`config.mk`:
```
export PLATFORM = sky130hd
export DESIGN_NAME = fir_out_conditioner
export DESIGN_NICKNAME = d
export VERILOG_FILES = /design/src/rtl/fir_pkg.sv /design/src/rtl/fir_out_fifo.sv /design/src/rtl/fir_out_conditioner.sv
export SDC_FILE = /design/constraint.sdc
export NUM_CORES = 1
export LEC_CHECK = 0
export ABC_AREA = 1
export CAP_MARGIN = 40
export CORE_AREA = 2 2 92 76
export CTS_BUF_LIST = sky130_fd_sc_hd__clkbuf_4 sky130_fd_sc_hd__clkbuf_8 sky130_fd_sc_hd__clkbuf_16
export CTS_CLUSTER_DIAMETER = 50
export DETAILED_ROUTE_END_ITERATION = 8
export DIE_AREA = 0 0 94 78
export HOLD_SLACK_MARGIN = 0.05
export PLACE_DENSITY_LB_ADDON = 0.1
export SYNTH_ARGS = -nofsm -noshare
export SYNTH_HDL_FRONTEND = slang
export SYNTH_SLANG_ARGS = --single-unit
```
`constraint.sdc`:
```
create_clock -name clock -period 2.2 [get_ports clock]
set_input_delay 0.33 -clock clock [delete_from_list [all_inputs] [get_ports clock]]
set_output_delay 0.33 -clock clock [all_outputs]
set_load 0.02 [all_outputs]
```
`src/rtl/fir_pkg.sv`:
```
// Shared definitions for the FIR filter and its post-filter stages:
// default word widths, filter order and the round/shift/saturate helpers.
package fir_pkg;

  localparam int IN_W_DEF   = 14;
  localparam int OUT_W_DEF  = 8;
  localparam int FIR_ORDER  = 4;
  // One register per tap plus the output register before the first settled word.
  localparam int WARMUP_DEF = FIR_ORDER + 2;

  function automatic logic [32:0] roundShift(input logic [31:0] word,
                                             input int unsigned shift);
    logic [32:0] sum;
    sum = {1'b0, word} + (33'd1 << (shift - 1));
    return sum >> shift;
  endfunction

  function automatic logic satFlag(input logic [31:0] word,
                                   input int unsigned shift,
                                   input int unsigned outW);
    return roundShift(word, shift) > ((33'd1 << outW) - 33'd1);
  endfunction

  function automatic logic [31:0] roundShiftSat(input logic [31:0] word,
                                                input int unsigned shift,
                                                input int unsigned outW);
    logic [32:0] r;
    logic [32:0] maxVal;
    r      = roundShift(word, shift);
    maxVal = (33'd1 << outW) - 33'd1;
    return (r > maxVal) ? maxVal[31:0] : r[31:0];
  endfunction

endpackage

```
`src/rtl/fir_out_fifo.sv`:
```
// Small synchronous first-word-fall-through FIFO; dout always shows the head entry.
module fir_out_fifo #(
  parameter int W     = 8,
  parameter int DEPTH = 4
) (
  input  logic                   clock,
  input  logic                   reset,
  input  logic                   push,
  input  logic [W-1:0]           din,
  input  logic                   pop,
  output logic [W-1:0]           dout,
  output logic [$clog2(DEPTH):0] count,
  output logic                   full,
  output logic                   empty
);

  localparam int AW    = $clog2(DEPTH);
  localparam int CNT_W = AW + 1;

  logic [W-1:0]     mem_q [DEPTH];
  logic [AW-1:0]    wrPtr_q;
  logic [AW-1:0]    rdPtr_q;
  logic [CNT_W-1:0] count_q;
  logic             doPush;
  logic             doPop;

  assign full   = (count_q == CNT_W'(DEPTH));
  assign empty  = (count_q == '0);
  assign doPop  = pop && !empty;
  // A push into a full FIFO only lands when the head leaves in the same cycle.
  assign doPush = push && (!full || doPop);
  assign dout   = mem_q[rdPtr_q];
  assign count  = count_q;

  always_ff @(posedge clock) begin
    if (reset) begin
      for (int i = 0; i < DEPTH; i++) mem_q[i] <= '0;
      wrPtr_q <= '0;
      rdPtr_q <= '0;
      count_q <= '0;
    end else begin
      if (doPush) begin
        mem_q[wrPtr_q] <= din;
        wrPtr_q        <= wrPtr_q + 1'b1;
      end
      if (doPop) rdPtr_q <= rdPtr_q + 1'b1;
      case ({doPush, doPop})
        2'b10:   count_q <= count_q + 1'b1;
        2'b01:   count_q <= count_q - 1'b1;
        default: count_q <= count_q;
      endcase
    end
  end

endmodule

```
`src/rtl/fir_out_conditioner.sv`:
```
// Post-filter conditioner: drops pipeline-fill words, decimates, rounds and
// saturates to a narrow sample, and queues results behind valid/ready.
module fir_out_conditioner
  import fir_pkg::*;
#(
  parameter int IN_W   = IN_W_DEF,
  parameter int OUT_W  = OUT_W_DEF,
  parameter int SHIFT  = 6,
  parameter int WARMUP = WARMUP_DEF,
  parameter int DECIM  = 1,
  parameter int DEPTH  = 4
) (
  input  logic                   clock,
  input  logic                   reset,
  input  logic [IN_W-1:0]        fir_in,
  input  logic                   out_ready,
  output logic [OUT_W-1:0]       out_data,
  output logic                   out_valid,
  output logic                   sat_pulse,
  output logic                   ovf_flag,
  output logic [$clog2(DEPTH):0] fifo_count
);

  localparam int WARM_W = $clog2(WARMUP + 2);

  logic [WARM_W-1:0] warmCnt_q, warmCnt_d;
  logic [3:0]        phase_q, phase_d;
  logic [OUT_W-1:0]  stage1Data_q, stage1Data_d;
  logic              stage1Sat_q, stage1Sat_d;
  logic              stage1Push_q, stage1Push_d;
  logic              ovf_q, ovf_d;
  logic              eligible;
  logic              pop;
  logic              fifoFull;
  logic              fifoEmpty;

  assign eligible = (warmCnt_q == WARM_W'(WARMUP));
  assign pop      = out_ready && !fifoEmpty;

  always_comb begin
    warmCnt_d    = warmCnt_q;
    phase_d      = phase_q;
    stage1Data_d = OUT_W'(roundShiftSat(32'(fir_in), SHIFT, OUT_W));
    stage1Sat_d  = satFlag(32'(fir_in), SHIFT, OUT_W);
    stage1Push_d = eligible && (phase_q == 4'd0);
    ovf_d        = ovf_q | (stage1Push_q && fifoFull && !pop);
    if (!eligible) warmCnt_d = warmCnt_q + 1'b1;
    if (eligible) phase_d = (phase_q == 4'(DECIM - 1)) ? 4'd0 : phase_q + 4'd1;
  end

  always_ff @(posedge clock) begin
    if (reset) begin
      warmCnt_q    <= '0;
      phase_q      <= '0;
      stage1Data_q <= '0;
      stage1Sat_q  <= 1'b0;
      stage1Push_q <= 1'b0;
      ovf_q        <= 1'b0;
    end else begin
      warmCnt_q    <= warmCnt_d;
      phase_q      <= phase_d;
      stage1Data_q <= stage1Data_d;
      stage1Sat_q  <= stage1Sat_d;
      stage1Push_q <= stage1Push_d;
      ovf_q        <= ovf_d;
    end
  end

  fir_out_fifo #(
    .W     (OUT_W),
    .DEPTH (DEPTH)
  ) u_fifo (
    .clock (clock),
    .reset (reset),
    .push  (stage1Push_q),
    .din   (stage1Data_q),
    .pop   (pop),
    .dout  (out_data),
    .count (fifo_count),
    .full  (fifoFull),
    .empty (fifoEmpty)
  );

  assign out_valid = !fifoEmpty;
  assign sat_pulse = stage1Sat_q && stage1Push_q;
  assign ovf_flag  = ovf_q;

endmodule
```
==> run_results.csv <==
group,metric,value,unit
outcome,run_status,"completed",
finish,final-seq-area,0.00150,mm2
grt,grt_pass1_wl,9000,um
sta,setup_slack,0.171,ns
die,io_pins,31,
route,post_drt_via_cell_ratio,4.68,
clocking,cts_tree,"done",
job,drv_cap,0,
die,placementRows,26,
clocking,htreeDepth,3,
die,fp.dieArea,0.00733,mm2
setup_path,worst_setup_path_start_kind,"flip-flop",
sta,period_minus_slack,2.03,ns
placement,io_buffers,25,
route,via_count,2046,
placement,dp_hpwl,3740,um
worst_hold_path,hold_start,"ovf_flag$_SDFF_PP0_",
route,drtIter0Drc,134,
sta,finalCritPeriodShare,92.2,%
grt,grt-ovfl-total,0,
clocking,numCtsBuffers,9,
synth,synth_area,0.00280,mm2
clocking,cts_buffer_depth,2,
synth,avgSynthCellArea,9.19,um2
grt,grt_pass1_vias,1938,
die,fp.dieW,94,um
grt,grt_usage,15.8,%
route,drc,0,
route,postRouteAntennaNets,0,
placement,routabilityCongestion,0.808,
synth,yosys_register_bits,59,
finish,multi_input_area,0.00107,mm2
sta,hold_violations,0,
die,fp.dieH,78,um
route,drtPass1Iterations,4,
sta,worst-slew-pin-transition,0.545,ns
clocking,cts_root_buffer,"clkbuf_8",
die,initial_core_util,44.2,%
synth,synth-main-ff-cell,"edfxtp_1",
synth,synthDistinctLibCells,28,
finish,nNetsFinal,372,
placement,place_ws,-0.000878,ns
setup_path,crit_required,1.87,ns
power_and_ir_drop,powerDensity,778,mW/mm2
synth,async_flop_share,0,%
finish,diodes,0,
setup_path,crit_type,"flip-flop to output port",
sta,setup-violations-final,0,
setup_path,cp.arrival,1.70,ns
synth,syn_inst,305,
finish,final_design_area_no_fill,0.00342,mm2
route,wirelength,5160,um
setup_path,critPathMaxFanout,10,
grt,grt_max_degree,16,
sta,slew_headroom,63.6,%
sta,rsz0062_at_grt,"false",
power_and_ir_drop,ir_drop,0.363,mV
finish,syn2layout_area_growth,22.1,%
placement,place_area,0.00321,mm2
synth,yosysSeqAreaShare,53.5,%
grt,grt_antenna_before_repair,0,
synth,yosys_warnings,0,
sta,maxSlewViolCount,0,
synth,synth_edf_count,32,
synth,syn_nets,329,
sta,clock_skew,0.0137,ns
setup_path,reg2reg_from,"u_fifo.count[0]$_SDFFE_PP0P_",
finish,drive_above_1_share,15.6,%
die,coreArea,0.00634,mm2
power_and_ir_drop,leakagePower,1.56,nW
sta,max_freq,0.493,GHz
route,wl_per_cell,11.8,um
clocking,clock_latency,0.33,ns
clocking,clock-sinks,59,
worst_hold_path,hold_class,"flip-flop to flip-flop",
clocking,clkTransAtPathRegs,0.06,ns
setup_path,end_kind,"output port",
finish,fillCellCount,613,
clocking,ctsHoldBuffers,0,
==> registers in the layout, indices dropped and copies added (netlist names), 2 cells and up, named ones only <==
name and count:
u_fifo.mem_q 32, stage1Data_q 8, phase_q 4, u_fifo.count 3, warmCnt_q 3, u_fifo.rdPtr_q 2, u_fifo.wrPtr_q 2
==> routing by layer <==
| metal | vias to the layer above | GRT usage, % | part of all wire (%) |
|---|---|---|---|
| met5 | - | 0 | 0 |
| met4 | 0 | 5.51 | 1.0 |
| met3 | 7 | 4.66 | 3.9 |
| met2 | 47 | 22.0 | 41 |
| met1 | 907 | 23.2 | 54 |
| li1 | 1085 | - | - |
==> cells in the final DEF, fill, tap and decap left out, types with 2 or more instances in the layout <==
cell type,n
inv_2,9
nor2_4,2
ha_1,6
nand2_1,38
inv_1,36
a21oi_1,13
nand4_1,2
nor2_8,7
clkbuf_4,2
nor3_1,9
clkbuf_8,9
clkdlybuf4s50_1,17
xor2_1,2
dlymetal6s2s_1,2
o21ai_0,31
edfxtp_1,32
nand3_1,12
o22ai_1,8
dlygate4sd2_1,6
nor2_1,54
buf_4,13
dfxtp_1,26
clkinv_2,3
==> report_power, final <==
group          internal [mW]  switching (mW)  leakage, nW
Sequential              1.21          0.0380        0.552
Clock                  0.544           0.399        0.104
Combinational          0.189           0.279        0.903
Total                   1.95           0.716         1.56
==> stage by stage <==
step	hold WS [ns]	power, mW	cells	util (%)	TNS, ns
2_1_floorplan	0.447	1.56	305	-	0
3_3_place_gp	0.444	1.74	418	50.5	0
3_5_place_dp	0.445	1.75	418	50.5	-0.000878
4_1_cts	0.454	2.68	435	53.6	0
5_1_grt	0.473	2.80	437	54.0	0
6_report	0.450	2.66	437	54.0	0
==> critical path, cell delays in order (launching register included) <==
cell and delay, ns:
dfxtp_1 0.41, clkinvlp_4 0.21, buf_4 0.20, o21ai_0 0.15, o22ai_1 0.08, dlygate4sd2_1 0.32
==> synth_stat cells (2+ instances only) <==
cell	instances	area, um2
nor3_1	9	45.0
nand2_1	38	143
inv_1	38	143
nand4_1	2	12.5
xor2_1	2	17.5
ha_1	6	75.1
nor2_8	7	140
buf_2	5	25.0
o21ai_0	31	155
nand3_1	12	60.1
edfxtp_1	32	961
nor2_1	54	203
o22ai_1	8	50.1
dfxtp_1	27	541
nor2_4	2	22.5
a21oi_1	13	65.1
inv_2	8	30.0
==> worst paths after layout <==
path	to	slack, ns	cells after the start
worst min register to register	ovf_flag$_SDFF_PP0_	0.45	2
worst max-delay path	out_data[0]	0.17	5
worst min-delay path	ovf_flag$_SDFF_PP0_	0.45	2
worst max register to register	u_fifo.count[2]$_SDFFE_PP0P_	0.34	13
==> cell type report <==
cell class                 count  share of cell area [%]
timing repair buffer          39                    10.7
sequential                    59                    43.9
clock buffer                  11                    4.06
multi-input combinational    191                    31.3
inverter                      48                    5.45
clock inverter                 5                    1.57
tap                           84                    3.07
==> logic make-up (layout without fill, tap and decap cells) <==
| group | after synthesis | in the layout | synth area share, % |
|---|---|---|---|
| and+or+nand+nor | 128 | 128 | 24.0 |
| xor gates and xnor gates | 3 | 3 | 0.937 |
| adders and majority gates | 7 | 7 | 3.39 |
| buffers and inverters | 55 | 103 | 8.26 |
| DFF | 59 | 59 | 53.5 |
| AOI/OAI and AO/OA | 53 | 53 | 9.86 |
==> timing repair <==
item | CTS | global route
resized for setup | 7 | 4
setup buffers | 1 | 2
setup endpoints to repair | 8 | 3
Note: power is estimated with default switching activity, not from simulation.
